$ cat config.mk
export PLATFORM = sky130hd
export DESIGN_NAME = fetch_ctrl_flat
export DESIGN_NICKNAME = d
export VERILOG_FILES = /design/src/rtl/fetch_ctrl_if.sv /design/src/rtl/fetch_ctrl.sv /design/src/flat_wrapper.sv
export SDC_FILE = /design/constraint.sdc
export NUM_CORES = 1
export LEC_CHECK = 0
export ABC_AREA = 1
export BUFFER_PORTS_ARGS = -buffer_cell sky130_fd_sc_hd__buf_2
export CORE_AREA = 2 2 159 161
export DETAILED_ROUTE_END_ITERATION = 6
export DIE_AREA = 0 0 161 163
export HOLD_SLACK_MARGIN = 0.08
export MAX_ROUTING_LAYER = met4
export PLACE_DENSITY_LB_ADDON = 0.25
export SYNTH_ARGS = -nofsm -noshare
export SYNTH_HDL_FRONTEND = slang
export SYNTH_SLANG_ARGS = --single-unit
$ cat constraint.sdc
create_clock -name clk -period 4.75 [get_ports clk]
set_input_delay 0.95 -clock clk [delete_from_list [all_inputs] [get_ports clk]]
set_output_delay 0.95 -clock clk [all_outputs]
set_load 0.03 [all_outputs]
$ cat src/rtl/fetch_ctrl_if.sv
// Signal bundle between the Y86-64 fetch sequencer and its pipeline neighbours.
// The master side drives fetch/hazard status; the slave side is fetch_ctrl itself.
interface fetch_ctrl_if;
  logic [3:0]  f_icode;
  logic [63:0] f_valC;
  logic [63:0] f_valP;
  logic        f_hlt;
  logic        f_imem_error;
  logic        f_instr_valid;
  logic        load_use;
  logic        m_mispredict;
  logic [63:0] m_valA;
  logic        w_ret;
  logic [63:0] w_valM;
  logic [63:0] PC;
  logic        f_stall;
  logic        d_stall;
  logic        d_bubble;
  logic [2:0]  stat;
  logic [1:0]  state;
  logic [31:0] perf_stall_cnt;
  logic [31:0] perf_bubble_cnt;

  modport master (
    output f_icode, f_valC, f_valP, f_hlt, f_imem_error, f_instr_valid,
    output load_use, m_mispredict, m_valA, w_ret, w_valM,
    input  PC, f_stall, d_stall, d_bubble, stat, state,
    input  perf_stall_cnt, perf_bubble_cnt
  );

  modport slave (
    input  f_icode, f_valC, f_valP, f_hlt, f_imem_error, f_instr_valid,
    input  load_use, m_mispredict, m_valA, w_ret, w_valM,
    output PC, f_stall, d_stall, d_bubble, stat, state,
    output perf_stall_cnt, perf_bubble_cnt
  );
endinterface

$ cat src/rtl/fetch_ctrl.sv
// Y86-64 fetch sequencer: predicted-PC register, redirect priority, F/D stall/bubble and halt status.
// Optional stall/bubble performance counters are built when FETCH_CTRL_PERF_EN is defined.
module fetch_ctrl #(
  parameter logic [63:0] RESET_PC     = 64'd0,
  parameter int unsigned DRAIN_CYCLES = 4
) (
  input logic         clk,
  input logic         rst,
  fetch_ctrl_if.slave bus
);

  typedef enum logic [1:0] {
    ST_RUN      = 2'd0,
    ST_RET_WAIT = 2'd1,
    ST_DRAIN    = 2'd2,
    ST_HALT     = 2'd3
  } state_e;

  localparam logic [2:0] STAT_AOK = 3'd1;
  localparam logic [2:0] STAT_HLT = 3'd2;
  localparam logic [2:0] STAT_ADR = 3'd3;
  localparam logic [2:0] STAT_INS = 3'd4;
  localparam logic [3:0] DRAIN_LOAD = 4'(DRAIN_CYCLES - 1);

  state_e      state_q, state_d;
  logic [63:0] pc_q, pc_d;
  logic [2:0]  stat_q, stat_d;
  logic [3:0]  drain_cnt_q, drain_cnt_d;
  logic [63:0] pred_pc;
  logic        f_stall, d_stall, d_bubble;

  always_ff @(posedge clk) begin
    if (rst) begin
      state_q     <= ST_RUN;
      pc_q        <= RESET_PC;
      stat_q      <= STAT_AOK;
      drain_cnt_q <= 4'd0;
    end else begin
      state_q     <= state_d;
      pc_q        <= pc_d;
      stat_q      <= stat_d;
      drain_cnt_q <= drain_cnt_d;
    end
  end

  always_comb begin
    pred_pc     = ((bus.f_icode == 4'd7) || (bus.f_icode == 4'd8)) ? bus.f_valC : bus.f_valP;
    state_d     = state_q;
    pc_d        = pc_q;
    stat_d      = stat_q;
    drain_cnt_d = drain_cnt_q;
    if (state_q == ST_HALT) begin
      // Terminal: only reset leaves HALT.
    end else if (bus.m_mispredict) begin
      pc_d        = bus.m_valA;
      state_d     = ST_RUN;
      stat_d      = STAT_AOK;
      drain_cnt_d = 4'd0;
    end else if ((state_q == ST_RET_WAIT) && bus.w_ret) begin
      pc_d    = bus.w_valM;
      state_d = ST_RUN;
    end else if (bus.load_use) begin
      // Whole sequencer freezes, including the drain countdown.
    end else begin
      case (state_q)
        ST_RUN: begin
          if (bus.f_imem_error) begin
            stat_d      = STAT_ADR;
            state_d     = ST_DRAIN;
            drain_cnt_d = DRAIN_LOAD;
          end else if (!bus.f_instr_valid) begin
            stat_d      = STAT_INS;
            state_d     = ST_DRAIN;
            drain_cnt_d = DRAIN_LOAD;
          end else if (bus.f_hlt) begin
            stat_d      = STAT_HLT;
            state_d     = ST_DRAIN;
            drain_cnt_d = DRAIN_LOAD;
          end else begin
            pc_d = pred_pc;
            if (bus.f_icode == 4'd9) state_d = ST_RET_WAIT;
          end
        end
        ST_DRAIN: begin
          if (drain_cnt_q == 4'd0) state_d = ST_HALT;
          else drain_cnt_d = drain_cnt_q - 4'd1;
        end
        default: ;
      endcase
    end
  end

  // Bubbles beat load_use outside RUN, so d_stall can only rise in RUN.
  always_comb begin
    f_stall  = 1'b0;
    d_stall  = 1'b0;
    d_bubble = 1'b0;
    if (!rst) begin
      if (state_q == ST_HALT) begin
        f_stall  = 1'b1;
        d_bubble = 1'b1;
      end else if (bus.m_mispredict) begin
        d_bubble = 1'b1;
      end else if ((state_q == ST_RET_WAIT) && bus.w_ret) begin
        d_bubble = 1'b0;
      end else if ((state_q == ST_RET_WAIT) || (state_q == ST_DRAIN)) begin
        f_stall  = 1'b1;
        d_bubble = 1'b1;
      end else if (bus.load_use) begin
        f_stall = 1'b1;
        d_stall = 1'b1;
      end
    end
  end

  assign bus.PC       = pc_q;
  assign bus.stat     = stat_q;
  assign bus.state    = state_q;
  assign bus.f_stall  = f_stall;
  assign bus.d_stall  = d_stall;
  assign bus.d_bubble = d_bubble;

`ifdef FETCH_CTRL_PERF_EN
  logic [31:0] perf_stall_q, perf_stall_d;
  logic [31:0] perf_bubble_q, perf_bubble_d;

  always_comb begin
    perf_stall_d  = perf_stall_q + {31'd0, f_stall};
    perf_bubble_d = perf_bubble_q + {31'd0, d_bubble};
  end

  always_ff @(posedge clk) begin
    if (rst) begin
      perf_stall_q  <= 32'd0;
      perf_bubble_q <= 32'd0;
    end else begin
      perf_stall_q  <= perf_stall_d;
      perf_bubble_q <= perf_bubble_d;
    end
  end

  assign bus.perf_stall_cnt  = perf_stall_q;
  assign bus.perf_bubble_cnt = perf_bubble_q;
`else
  assign bus.perf_stall_cnt  = 32'd0;
  assign bus.perf_bubble_cnt = 32'd0;
`endif

endmodule

$ cat src/flat_wrapper.sv
// flat-port wrapper written by rule: the top's interface ports become plain ports
module fetch_ctrl_flat 
#(
  parameter logic [63:0] RESET_PC     = 64'd0,
  parameter int unsigned DRAIN_CYCLES = 4
)
  (clk, rst, bus_f_icode, bus_f_valC, bus_f_valP, bus_f_hlt, bus_f_imem_error, bus_f_instr_valid, bus_load_use, bus_m_mispredict, bus_m_valA, bus_w_ret, bus_w_valM, bus_PC, bus_f_stall, bus_d_stall, bus_d_bubble, bus_stat, bus_state, bus_perf_stall_cnt, bus_perf_bubble_cnt);
  fetch_ctrl_if bus_i ();
  input logic clk;
  input logic rst;
  input wire logic [$bits(bus_i.f_icode)-1:0] bus_f_icode;
  input wire logic [$bits(bus_i.f_valC)-1:0] bus_f_valC;
  input wire logic [$bits(bus_i.f_valP)-1:0] bus_f_valP;
  input wire logic [$bits(bus_i.f_hlt)-1:0] bus_f_hlt;
  input wire logic [$bits(bus_i.f_imem_error)-1:0] bus_f_imem_error;
  input wire logic [$bits(bus_i.f_instr_valid)-1:0] bus_f_instr_valid;
  input wire logic [$bits(bus_i.load_use)-1:0] bus_load_use;
  input wire logic [$bits(bus_i.m_mispredict)-1:0] bus_m_mispredict;
  input wire logic [$bits(bus_i.m_valA)-1:0] bus_m_valA;
  input wire logic [$bits(bus_i.w_ret)-1:0] bus_w_ret;
  input wire logic [$bits(bus_i.w_valM)-1:0] bus_w_valM;
  output wire logic [$bits(bus_i.PC)-1:0] bus_PC;
  output wire logic [$bits(bus_i.f_stall)-1:0] bus_f_stall;
  output wire logic [$bits(bus_i.d_stall)-1:0] bus_d_stall;
  output wire logic [$bits(bus_i.d_bubble)-1:0] bus_d_bubble;
  output wire logic [$bits(bus_i.stat)-1:0] bus_stat;
  output wire logic [$bits(bus_i.state)-1:0] bus_state;
  output wire logic [$bits(bus_i.perf_stall_cnt)-1:0] bus_perf_stall_cnt;
  output wire logic [$bits(bus_i.perf_bubble_cnt)-1:0] bus_perf_bubble_cnt;
  assign bus_i.f_icode = bus_f_icode;
  assign bus_i.f_valC = bus_f_valC;
  assign bus_i.f_valP = bus_f_valP;
  assign bus_i.f_hlt = bus_f_hlt;
  assign bus_i.f_imem_error = bus_f_imem_error;
  assign bus_i.f_instr_valid = bus_f_instr_valid;
  assign bus_i.load_use = bus_load_use;
  assign bus_i.m_mispredict = bus_m_mispredict;
  assign bus_i.m_valA = bus_m_valA;
  assign bus_i.w_ret = bus_w_ret;
  assign bus_i.w_valM = bus_w_valM;
  assign bus_PC = bus_i.PC;
  assign bus_f_stall = bus_i.f_stall;
  assign bus_d_stall = bus_i.d_stall;
  assign bus_d_bubble = bus_i.d_bubble;
  assign bus_stat = bus_i.stat;
  assign bus_state = bus_i.state;
  assign bus_perf_stall_cnt = bus_i.perf_stall_cnt;
  assign bus_perf_bubble_cnt = bus_i.perf_bubble_cnt;
  fetch_ctrl #(.RESET_PC(RESET_PC), .DRAIN_CYCLES(DRAIN_CYCLES)) u_core (.clk(clk), .rst(rst), .bus(bus_i));
endmodule
==> flow_metrics.env <==
export IMPL_run_status="finished clean"
export IMPL_grt_util_met1=0.1777
export IMPL_totalWireLength_um=20100
export IMPL_mostFrequentLayoutCell="buf_2"
export IMPL_synth_cell_types=34
export IMPL_path_class="primary input to primary output"
export IMPL_arrival_ps=2170
export IMPL_rsz0062_at_grt="no"
export IMPL_final_nets=1257
export IMPL_required_ps=3800
export IMPL_clock_fmax_mhz=320.9
export IMPL_max_cap_viol_count=0
export IMPL_die_w_um=161
export IMPL_die_h_um=163
export IMPL_fin_crit_sh=0.6561
export IMPL_met2_usage=0.2696
export IMPL_powerDensity_nw_per_um2=357.0
export IMPL_core_area_um2=24670
export IMPL_seq_area_frac_synth=0.2868
export IMPL_seq_area_um2=1461
export IMPL_place_gp_congestion=0.7639
export IMPL_grtUsageMet3=0.03158
export IMPL_cts_root_buf="clkbuf_16"
export IMPL_drive_gt1_frac=0.4423
export IMPL_cts_made_buffers=9
export IMPL_path_clk_slew_ps=70
export IMPL_end_kind="primary output"
export IMPL_syn_to_final_growth_pct=38.18
export IMPL_synth_top_family_by_area="compound AO/OA/AOI/OAI gates"
export IMPL_power_leakage_nw=3.500
export IMPL_yosys_warnings=0
export IMPL_synth_simple_area_share=0.1753
export IMPL_grt_pass1_vias=5729
export IMPL_io_buffers=339
export IMPL_drtPass1Iterations=4
export IMPL_cts_setup_buffers=0
export IMPL_synthesis_area_um2=5096
export IMPL_ys_ff_latch=73
export IMPL_synthMuxAreaShare=0
export IMPL_htree_levels=3
export IMPL_vdd_drop_max_v=0.0001101
export IMPL_drtAntennaViolNets=0
export IMPL_worst_skew_pair_late_latency_ps=340
export IMPL_wl_per_cell_um=15.25
export IMPL_placementRows=58
export IMPL_synth_fa_ha_area_frac=0.01473
export IMPL_finalPower_w=0.002514
export IMPL_finClkSkew_ps=11.58
export IMPL_via_per_inst=4.395
export IMPL_clk_path_buf_depth=2
export IMPL_top_usage_layer="met2"
export IMPL_drt_iter0_drc=251
export IMPL_setup_tns_ps=0
export IMPL_fill_cells=2760
export IMPL_final_cell_mix="buf_2, nor2_1, a21oi_1, dfxtp_1"
export IMPL_grt_max_degree=70
export IMPL_min_path_type="flop to flop"
export IMPL_route_detailed_drc=0
export IMPL_num_vias=5793
export IMPL_synth_compound_area_share=0.3523
export IMPL_diodes=0
export IMPL_cts_resized=0
export IMPL_hpwlAfterDp_um=14390
export IMPL_multi_input_comb_area_um2=3027
export IMPL_synth_xor_area_frac=0
export IMPL_min_period_ps=3116
export IMPL_cts_sinks=73
export IMPL_synthCells=682
export IMPL_critPathLaunchType="primary input"
export IMPL_start_util=0.2065
export IMPL_maxSlewViolCount=0
export IMPL_slew_headroom=0.3402
export IMPL_grt_pass1_wl_um=30330
export IMPL_overflow=0
export IMPL_syn_area_per_cell_um2=7.472
export IMPL_hold_viol_final=0
export IMPL_grt_antenna_before_repair=0
export IMPL_die_area_um2=26240
export IMPL_setup_violations=0
export IMPL_postCtsHoldBufs=0
export IMPL_cp_max_fo=29
export IMPL_grt_use_total=0.1515
export IMPL_cts_tree="built"
export IMPL_ios=404
export IMPL_max_slew_worst_pin_slew_ps=989.6
## Yosys cell counts, drive strengths merged
| cell type | count | area, µm² |
|---|---|---|
| nand4 | 1 | 6.260 |
| inv | 20 | 77.58 |
| o211a | 1 | 10.01 |
| ha | 6 | 75.07 |
| a21boi | 1 | 7.510 |
| o21ai | 69 | 349.1 |
| dfxtp | 73 | 1461 |
| or2 | 64 | 400.4 |
| nand3 | 6 | 30.03 |
| a22o | 64 | 560.5 |
| nand2 | 28 | 112.6 |
| nor4 | 1 | 6.260 |
| o211ai | 64 | 480.5 |
| a31oi | 1 | 6.260 |
| a21oi | 74 | 374.1 |
| buf | 99 | 703.2 |
| nor2 | 86 | 332.8 |
| conb | 1 | 3.750 |
| clkinv | 1 | 5.000 |
| a211oi | 1 | 7.510 |
| nor3 | 1 | 5.000 |
| clkbuf | 20 | 81.32 |
## area by class of cell
| class | instances | area share |
|---|---|---|
| Multi-Input combinational cell | 532 | 0.4298 |
| Timing Repair Buffer | 346 | 0.2502 |
| Sequential cell | 73 | 0.2075 |
| Tap cell | 330 | 0.05864 |
| Clock buffer | 10 | 0.03252 |
| Inverter | 21 | 0.01173 |
| Clock inverter | 6 | 0.009595 |
## cells by family (layout without fill, tap and decap cells)
| group | after synthesis | count (layout) |
|---|---|---|
| other | 1 | 64 |
| AOI/OAI and AO/OA | 275 | 275 |
| DFF | 73 | 73 |
| and+or+nand+nor | 187 | 187 |
| buffers and inverters | 140 | 383 |
| adders and majority gates | 6 | 6 |
## flip-flops by register name, indices dropped and copies added, names as in the netlist
register / flops
u_core.bus.PC: 64
u_core.drain_cnt_q: 4
u_core.bus.stat: 3
u_core.bus.state: 2
## report_power, final
part / total [W] / switching (W) / internal, W
clock: 0.000713 / 0.000303 / 0.000410
combinational: 0.00103 / 0.000682 / 0.000344
sequential: 0.000775 / 0.0000568 / 0.000718
total: 0.00251 / 0.00104 / 0.00147
## layer usage
| layer | wire, µm | up-vias |
|---|---|---|
| li1 | - | 2887 |
| met1 | 8541 | 2637 |
| met2 | 10070 | 258 |
| met3 | 1309 | 11 |
| met4 | 182 | 0 |
| met5 | 0 | - |
## worst max-delay path, stage by stage
cell	delay [ps]
buf_2	320
inv_4	190
nand2_4	60
o21ai_2	190
inv_1	90
a21oi_1	130
buf_2	210
## final timing paths
path / start / endpoint / slack [ps] / cells past startpoint
setup / recovery: bus_m_mispredict / bus_f_stall / 1630 / 7
hold / removal: u_core.bus.stat[0] / u_core.bus.stat[0] / 480 / 2
setup reg to reg: u_core.bus.state[1] / u_core.bus.PC[52] / 2130 / 9
hold reg to reg: u_core.bus.stat[0] / u_core.bus.stat[0] / 480 / 2
## metrics by stage
step / cells / hold WS (ps) / util / setup slack (ps) / instance area (µm²)
after global placement: 1302 / 475.8 / 0.2734 / 1480 / 6745
final: 1318 / 479.9 / 0.2854 / 1634 / 7042
after CTS: 1318 / 496.4 / 0.2854 / 1625 / 7042
after detailed placement: 1302 / 479.5 / 0.2734 / 1392 / 6745
after global routing: 1318 / 537.4 / 0.2854 / 1520 / 7042
after floorplan: 745 / 475.3 / - / 1525 / 5333
Note: power is estimated with default switching activity, not from simulation.
